==> src/rtl/sbox_sched.sv <==
// sbox_sched: time-shares a pool of NUM_SBOX S-box lanes between a 128-bit
// SubBytes state job and a 32-bit SubWord key job. Each cycle one requester
// gets the whole pool for one batch.
//
// The batch pointer alternates between the two requesters only in cycles
// where both are running. After reset it reads "last = state", so the key
// slot wins the first conflict.
//
// Optional macro SBOX_SCHED_PERF_EN adds the perf_busy and perf_stall
// counters. Both saturate at 0xFFFF.
module sbox_sched #(
  parameter int NUM_SBOX = 4
) (
  input  logic         clk,
  input  logic         rst,
  input  logic         st_valid,
  output logic         st_ready,
  input  logic [127:0] st_in,
  output logic [127:0] st_out,
  output logic         st_done,
  input  logic         kw_valid,
  output logic         kw_ready,
  input  logic [31:0]  kw_in,
  output logic [31:0]  kw_out,
  output logic         kw_done
`ifdef SBOX_SCHED_PERF_EN
  ,
  output logic [15:0]  perf_busy,
  output logic [15:0]  perf_stall
`endif
);

  localparam int SB = 16 / NUM_SBOX;
  localparam int KB = 4 / NUM_SBOX;

  // Reject pool sizes that do not divide a 32-bit key word evenly
  generate
    if (NUM_SBOX != 1 && NUM_SBOX != 2 && NUM_SBOX != 4) begin : g_bad_num_sbox
      $error("sbox_sched: NUM_SBOX must be 1, 2 or 4");
    end
  endgenerate

  typedef enum logic [1:0] {IDLE = 2'd0, RUN = 2'd1, DONE = 2'd2} slot_t;

  slot_t        st_state, st_next, kw_state, kw_next;
  logic [3:0]   st_cnt;
  logic [1:0]   kw_cnt;
  logic [127:0] st_buf;
  logic [31:0]  kw_buf;
  logic         st_last;
  logic         grant_st, grant_kw, both_run;
  logic [7:0]   pool_in  [NUM_SBOX];
  logic [7:0]   pool_out [NUM_SBOX];

  // GF(2^8) multiply, AES polynomial x^8+x^4+x^3+x+1
  function automatic logic [7:0] gmul(input logic [7:0] a, input logic [7:0] b);
    logic [7:0] p;
    logic [7:0] x;
    p = 8'h00;
    x = a;
    for (int i = 0; i < 8; i++) begin
      if (b[i]) p = p ^ x;
      x = {x[6:0], 1'b0} ^ (x[7] ? 8'h1b : 8'h00);
    end
    return p;
  endfunction

  // AES S-box: multiplicative inverse (x^254) followed by the affine map
  function automatic logic [7:0] sbox(input logic [7:0] x);
    logic [7:0] r;
    logic [7:0] p;
    r = 8'h01;
    p = x;
    for (int i = 1; i < 8; i++) begin
      p = gmul(p, p);
      r = gmul(r, p);
    end
    return r ^ {r[6:0], r[7]} ^ {r[5:0], r[7:6]} ^ {r[4:0], r[7:5]} ^
           {r[3:0], r[7:4]} ^ 8'h63;
  endfunction

  assign st_ready = (st_state == IDLE);
  assign kw_ready = (kw_state == IDLE);
  assign st_done  = (st_state == DONE);
  assign kw_done  = (kw_state == DONE);
  assign both_run = (st_state == RUN) && (kw_state == RUN);

  // Grant the pool: a lone running slot wins; on conflict alternate
  always_comb begin
    grant_st = 1'b0;
    grant_kw = 1'b0;
    if (both_run) begin
      grant_kw = st_last;
      grant_st = !st_last;
    end else begin
      grant_st = (st_state == RUN);
      grant_kw = (kw_state == RUN);
    end
  end

  // Next-state logic of the two slot FSMs
  always_comb begin
    st_next = st_state;
    kw_next = kw_state;
    case (st_state)
      IDLE:    if (st_valid) st_next = RUN;
      RUN:     if (grant_st && st_cnt == 4'(SB - 1)) st_next = DONE;
      DONE:    st_next = IDLE;
      default: st_next = IDLE;
    endcase
    case (kw_state)
      IDLE:    if (kw_valid) kw_next = RUN;
      RUN:     if (grant_kw && kw_cnt == 2'(KB - 1)) kw_next = DONE;
      DONE:    kw_next = IDLE;
      default: kw_next = IDLE;
    endcase
  end

  // Steer the granted requester's current batch bytes into the pool
  always_comb begin
    for (int k = 0; k < NUM_SBOX; k++) begin
      pool_in[k] = 8'h00;
      if (grant_st)
        pool_in[k] = st_buf[8*(int'(st_cnt)*NUM_SBOX + k) +: 8];
      else if (grant_kw)
        pool_in[k] = kw_buf[8*(int'(kw_cnt)*NUM_SBOX + k) +: 8];
      pool_out[k] = sbox(pool_in[k]);
    end
  end

  // Slot state registers
  always_ff @(posedge clk or posedge rst) begin
    if (rst) begin
      st_state <= IDLE;
      kw_state <= IDLE;
    end else begin
      st_state <= st_next;
      kw_state <= kw_next;
    end
  end

  // Round-robin pointer, moved only by conflict cycles
  always_ff @(posedge clk or posedge rst) begin
    if (rst) st_last <= 1'b1;
    else if (both_run) st_last <= grant_st;
  end

  // Input capture, batch counters and lane-wise result write-back
  always_ff @(posedge clk or posedge rst) begin
    if (rst) begin
      st_buf <= '0;
      kw_buf <= '0;
      st_cnt <= '0;
      kw_cnt <= '0;
      st_out <= '0;
      kw_out <= '0;
    end else begin
      if (st_valid && st_ready) begin
        st_buf <= st_in;
        st_cnt <= '0;
      end else if (grant_st) begin
        st_cnt <= st_cnt + 4'd1;
        for (int k = 0; k < NUM_SBOX; k++)
          st_out[8*(int'(st_cnt)*NUM_SBOX + k) +: 8] <= pool_out[k];
      end
      if (kw_valid && kw_ready) begin
        kw_buf <= kw_in;
        kw_cnt <= '0;
      end else if (grant_kw) begin
        kw_cnt <= kw_cnt + 2'd1;
        for (int k = 0; k < NUM_SBOX; k++)
          kw_out[8*(int'(kw_cnt)*NUM_SBOX + k) +: 8] <= pool_out[k];
      end
    end
  end

`ifdef SBOX_SCHED_PERF_EN
  // Saturating counters of pool-busy cycles and denied running slots
  always_ff @(posedge clk or posedge rst) begin
    if (rst) begin
      perf_busy  <= '0;
      perf_stall <= '0;
    end else begin
      if ((grant_st || grant_kw) && perf_busy != 16'hffff)
        perf_busy <= perf_busy + 16'd1;
      if (both_run && perf_stall != 16'hffff)
        perf_stall <= perf_stall + 16'd1;
    end
  end
`endif

endmodule

==> config.mk <==
export PLATFORM = sky130hd
export DESIGN_NAME = sbox_sched
export DESIGN_NICKNAME = d
export VERILOG_FILES = /design/src/rtl/sbox_sched.sv
export SDC_FILE = /design/constraint.sdc
export NUM_CORES = 2
export LEC_CHECK = 0
export BUFFER_PORTS_ARGS = -buffer_cell sky130_fd_sc_hd__buf_2
export CAP_MARGIN = 20
export CORE_ASPECT_RATIO = 0.9
export CORE_UTILIZATION = 40
export DETAILED_ROUTE_END_ITERATION = 7
export PLACE_DENSITY = 0.65
export SYNTH_ARGS = -nofsm -noshare
export SYNTH_HDL_FRONTEND = slang
export SYNTH_SLANG_ARGS = --single-unit
export TNS_END_PERCENT = 10
==> constraint.sdc <==
create_clock -name clk -period 15.6 [get_ports clk]
set_input_delay 0 -clock clk [delete_from_list [all_inputs] [get_ports clk]]
set_output_delay 0 -clock clk [all_outputs]
set_load 0.01 [all_outputs]
* Word level (Yosys, flattened, before mapping) *
Cells that the tools add are included.
W data, S select, Z words.

word-level totals
  logic and storage cells = 1691
  output and inout bits = 164
  bits in registers = 331

cells by class
  shift operators = 24
  equal/unequal tests = 9
  mux-type cells = 840
  bitwise gates (word level) = 778
  reductions and logical operators = 15
  add/subtract/negate cells = 16

operators by type and width
  cell                        number
  $mux W8                     428
  $xor A8 B8 Y8               380
  $xor A8 B5 Y8               364
  $mux W5                     368
  $bwmux W128                 4
  $shift A8 B33 Y128 const A  4
  $shiftx A8 B33 Y128         4
  $shiftx A128 B32 Y8         3
  $shift A8 B33 Y32 const A   4
  $shiftx A8 B33 Y32          4
  $bwmux W32                  4
  $shiftx A128 B10 Y8         1
  $neg A10 Y33                3
  $neg A8 Y33                 3
  $shiftx A32 B32 Y8          3
  $neg A7 Y33                 1
  $neg A9 Y33                 1
  $shiftx A32 B8 Y8           1
  $mux W7                     4
  $not A1 Y1 const A          28
  $mux W4                     6
  $mux W6                     4
  $mux W2                     10
  $not A4 Y4                  4
  other kinds (20)            46

* Logic depth before layout (Yosys ltp) *
  depth after elaboration = 142
  gate-level depth with buffers = 72

* Worst setup path after synthesis *
Ideal clock, no wire load.

  kind = flip-flop to flip-flop
  start = reg st_cnt[0]
  end = reg st_out[121]
  period minus slack after synthesis = 15.987 ns
  cell stages (with the launch flop) = 59
  arrival time = 15.862 ns
  slack = -0.387 ns
  required time = 15.475 ns
  setup time = 0.125 ns
  path through = dfrtp_1 > buf_6 > mux4_2 > and3_1 > nor2_1 > inv_1 > ha_1 > nand2_1 > xor2_1 > inv_1 > buf_2 > clkbuf_1 > ha_1 > buf_1 > a21oi_1 > xnor2_1 > xnor3_1 > buf_2 > [... 23 more ...] > a221oi_2 > xor2_1 > xnor3_2 > xor2_4 > xnor3_1 > nand2_1 > xor2_1 > xnor3_1 > xnor2_4 > xnor3_1 > nor2_2 > xnor3_1 > xor3_1 > xnor3_1 > xnor3_1 > xnor2_2 > xnor2_1 > mux2_2

between the ends
  word-level cells in the longest chain between the ends = 136
  elaborated cells between the ends (all ways) = 1587

ends and longest elaborated chain
  element                                                      RTL line  source
  start, declared                                              46        logic [3:0] st_cnt;
  start signal, assigned                                       162       st_cnt <= st_cnt + 4'd1;
  $add A6 B1 Y7 or $shiftx A128 B10 Y8 (tied branches)         124, 164
  $shiftx A128 B32 Y8 or $mux W8 (tied branches)               124, 123
  $mux W8 (tied with other cells)                              123       if (grant_st)
  $mux W5 (tied with other cells)                              63        x = {x[6:0], 1'b0} ^ (x[7] ? 8'h1b : 8'h00);
  $xor A8 B5 Y8 (tied with other cells)                        63
  $xor A8 B8 Y8 or $mux W8 (tied branches)                     62        if (b[i]) p = p ^ x;
  $mux W8 or $xor A8 B8 Y8 (tied branches)                     62
  $xor A8 B8 Y8 or $mux W8 (tied branches)                     62
  [... 117 more ...]                                           -
  $xor A8 B8 Y8 or $mux W8 (tied branches)                     62
  $mux W8 or $xor A8 B8 Y8 (tied branches)                     62, 78
  $xor A8 B8 Y8 (3 in series)                                  78        return r ^ {r[6:0], r[7]} ^ {r[5:0], r[7:6]} ^ {r[4:0], r[7:5]} ^
  $xor A8 B8 Y8 or $not A4 Y4 (tied branches)                  -
  $not A4 Y4 (no line) or $shiftx A8 B33 Y128 (tied branches)  -
  $shiftx A8 B33 Y128 or $bwmux W128 (tied branches)           164       st_out[8*(int'(st_cnt)*NUM_SBOX + k) +: 8] <= pool_out[k];
  $bwmux W128 (2 in series)                                    164
  $bwmux W128 *                                                164
  end signal, assigned by index                                164
  end, declared                                                19        output logic [127:0] st_out,

Mark *: on every way between the ends. The rest lies on a longest branch, timed or not.
A chain may end at the register's enable or synchronous reset.

* Worst setup path after layout *
  start = reg st_cnt[0]
  end = reg st_out[41]

The elaborated chain is that of the path after synthesis.

==> impl_metrics.ini <==
[outcome]
outcome = finished, final reports clean

[route]
wl_um = 223000
via_per_inst = 5.70
num_vias = 64800
drc = 0
detail_route.wl_per_cell_um = 19.7
drt_pass1_iterations = 6
drt_iter0_drc = 5561
ant_nets = 0

[finish]
fin_cells = 11400
multi_input_area_um2 = 59800
final_cell_area_um2 = 82400
layout_common_cells = 1,302 x xnor2_1, 1,092 x nor2_1, 821 x buf_4
seqCellArea_um2 = 8290
syn2layout_area_growth_pct = 20.4
drive_gt1_share_pct = 23.9
num-fill-cells = 15900
final_common_cell = xnor2_1
nNetsFinal = 9268

[worst_setup_path]
required_ns = 16.03
r2r_end = st_out[41]
criticalPathCategory = reg -> reg
cp_data_arrival_time_ns = 15.58
slowest_delay_ns = 0.52
end_kind = flop
crit_slowest_cell = mux4_2
start_kind = flop
r2r_start = st_cnt[0]
rrSetupSlack_ns = 0.45
cp_max_fo = 12
r2r_cells = 58

[yosys]
syn-num-nets = 8416
avgSynthCellArea_um2 = 8.31
ys_ff_latch = 331
syn_inst = 8228
ys_seq_area_share_pct = 12.1
ys.flop_type = dfrtp_1
netlist_area_um2 = 68400
synth_edf_count = 0
ys_warn_count = 0
yosys.cell_types.count = 118
async_flop_share_pct = 100

[timing]
post-route-period-util_pct = 97.1
final-setup-viol-count = 0
fmax_ghz = 0.0660
finalMaxSlewViolations = 0
rsz0062_at_grt = true
period_needed_ns = 15.15
relSlewSlack_pct = 23.5
finalHoldViolCount = 0
tightest_slew_ns = 1.15
fin_worst_skew_ns = 0.0542

[run]
cap_violations = 0

[place]
gp_congestion = 0.941
dp.cells = 11000
numPortBuffers = 327
dpl.hpwl_um = 164000
place_area_um2 = 76500

[grt]
grt.total_usage_pct = 24.6
met3_usage_pct = 2.24
globalRouteMet2Util_pct = 40.2
top_usage_layer = met2
grt_pass1_vias = 62100
grt-ovfl-total = 0
grt_pass1_wl_um = 349000
grt_use_met1_pct = 33.9
grt_max_degree = 112
antenna_found_initial = 10

[floorplan]
io_pins = 328
rows = 143
die_w_um = 438
die_h_um = 394
die_area_um2 = 173000
core_area_um2 = 169000
initial_core_util_pct = 40.4

[clocking]
clkSinkCount = 331
clk_latency_ns = 0.59
cts_tree = yes
cts_buffer_depth = 3
clkTransAtPathRegs_ns = 0.07
cts_buffers = 34
htreeDepth = 2
clock-root-buffer = clkbuf_16

[worst_hold_path]
hold_class = in -> async
[logic make-up after synthesis]
logic type / count (synthesis) / synth area share [%]
mux: 493 / 8.36
buf+inv: 643 / 4.06
compound gates: 1630 / 15.5
xor+xnor: 2445 / 42.3
simple gates: 2659 / 17.2
fa+ha+maj: 27 / 0.483
flops: 331 / 12.1
[per-layer routing]
layer  vias up  share of wire [%]
met4         0                3.1
li1      30300                  -
met2      2588                 47
met1     31500                 43
met5         -                  0
met3       416                6.6
[worst max-delay path by stage]
stage	startpoint	to	slack [ns]	cells after the start
2_1_floorplan	st_cnt[0]	st_out[121]	0.003	58
6_report	st_cnt[0]	st_out[41]	0.45	58
3_5_place_dp	st_cnt[0]	st_out[19]	-0.60	55
3_3_place_gp	st_cnt[0]	st_out[6]	-0.24	57
5_1_grt	st_cnt[0]	st_out[9]	-0.24	58
4_1_cts	st_cnt[0]	st_out[79]	-0.12	53
[synth_stat cells (117+ instances only)]
library cell | number | area, um2
xnor2_1 | 1471 | 12900
nor2_1 | 1100 | 4130
nand2_1 | 728 | 2730
a21oi_1 | 455 | 2280
xor2_1 | 389 | 3410
xnor3_1 | 363 | 8180
dfrtp_1 | 330 | 8260
o21ai_0 | 330 | 1650
clkbuf_1 | 319 | 1200
mux2_2 | 297 | 3340
nand3_1 | 194 | 971
nor3_1 | 192 | 961
mux2i_1 | 157 | 1570
buf_2 | 120 | 601
o22ai_1 | 117 | 732
[timing repair]
action                                  CTS  global route
pin swaps                                 4           114
hold buffers                            161             0
gates cloned                              0             2
hold endpoints to repair                269             0
endpoints found under the setup margin  160           160
buffers inserted                          2           115
resized for setup                        56           320
[registers in the layout, summed over array words and instances (netlist names)]
register	cells
st_buf	128
st_out	128
kw_buf	32
kw_out	32
st_cnt	4
kw_cnt	2
kw_state	2
st_state	2
st_last	1
[critical path, delay by kind of cell, from the launching register on]
family / cells / cell delay (ns)
compound gates: 4 / 0.62
xor+xnor: 28 / 8.90
fa+ha+maj: 2 / 0.66
buf+inv: 9 / 1.49
flops: 1 / 0.44
mux: 2 / 0.78
simple gates: 13 / 2.06
[layout make-up]
class | count | share of cell area, %
repair buffers | 1342 | 12.1
flip-flops and latches | 331 | 10.1
diodes | 12 | 0.0365
clock inverters | 8 | 0.0744
clock buffers | 48 | 1.16
multi-input cells | 7254 | 72.6
well taps | 2247 | 3.41
inverters | 117 | 0.551
[stage by stage]
step / TNS [ns] / hold slack [ns] / setup WS [ns] / utilization [%]
detailed placement: -39.00 / 0.161 / -0.596 / 45.2
global route: -9.31 / 0.195 / -0.236 / 48.7
floorplan: 0 / 0.117 / 0.00277 / -
global placement: -6.89 / 0.153 / -0.238 / 45.2
finish: 0 / 0.0770 / 0.447 / 48.7
CTS: -0.832 / 0.119 / -0.119 / 47.0
Power is left out: the tool's default activity adds up to more than one toggle a clock period on the data nets, which glitch-free logic cannot reach.
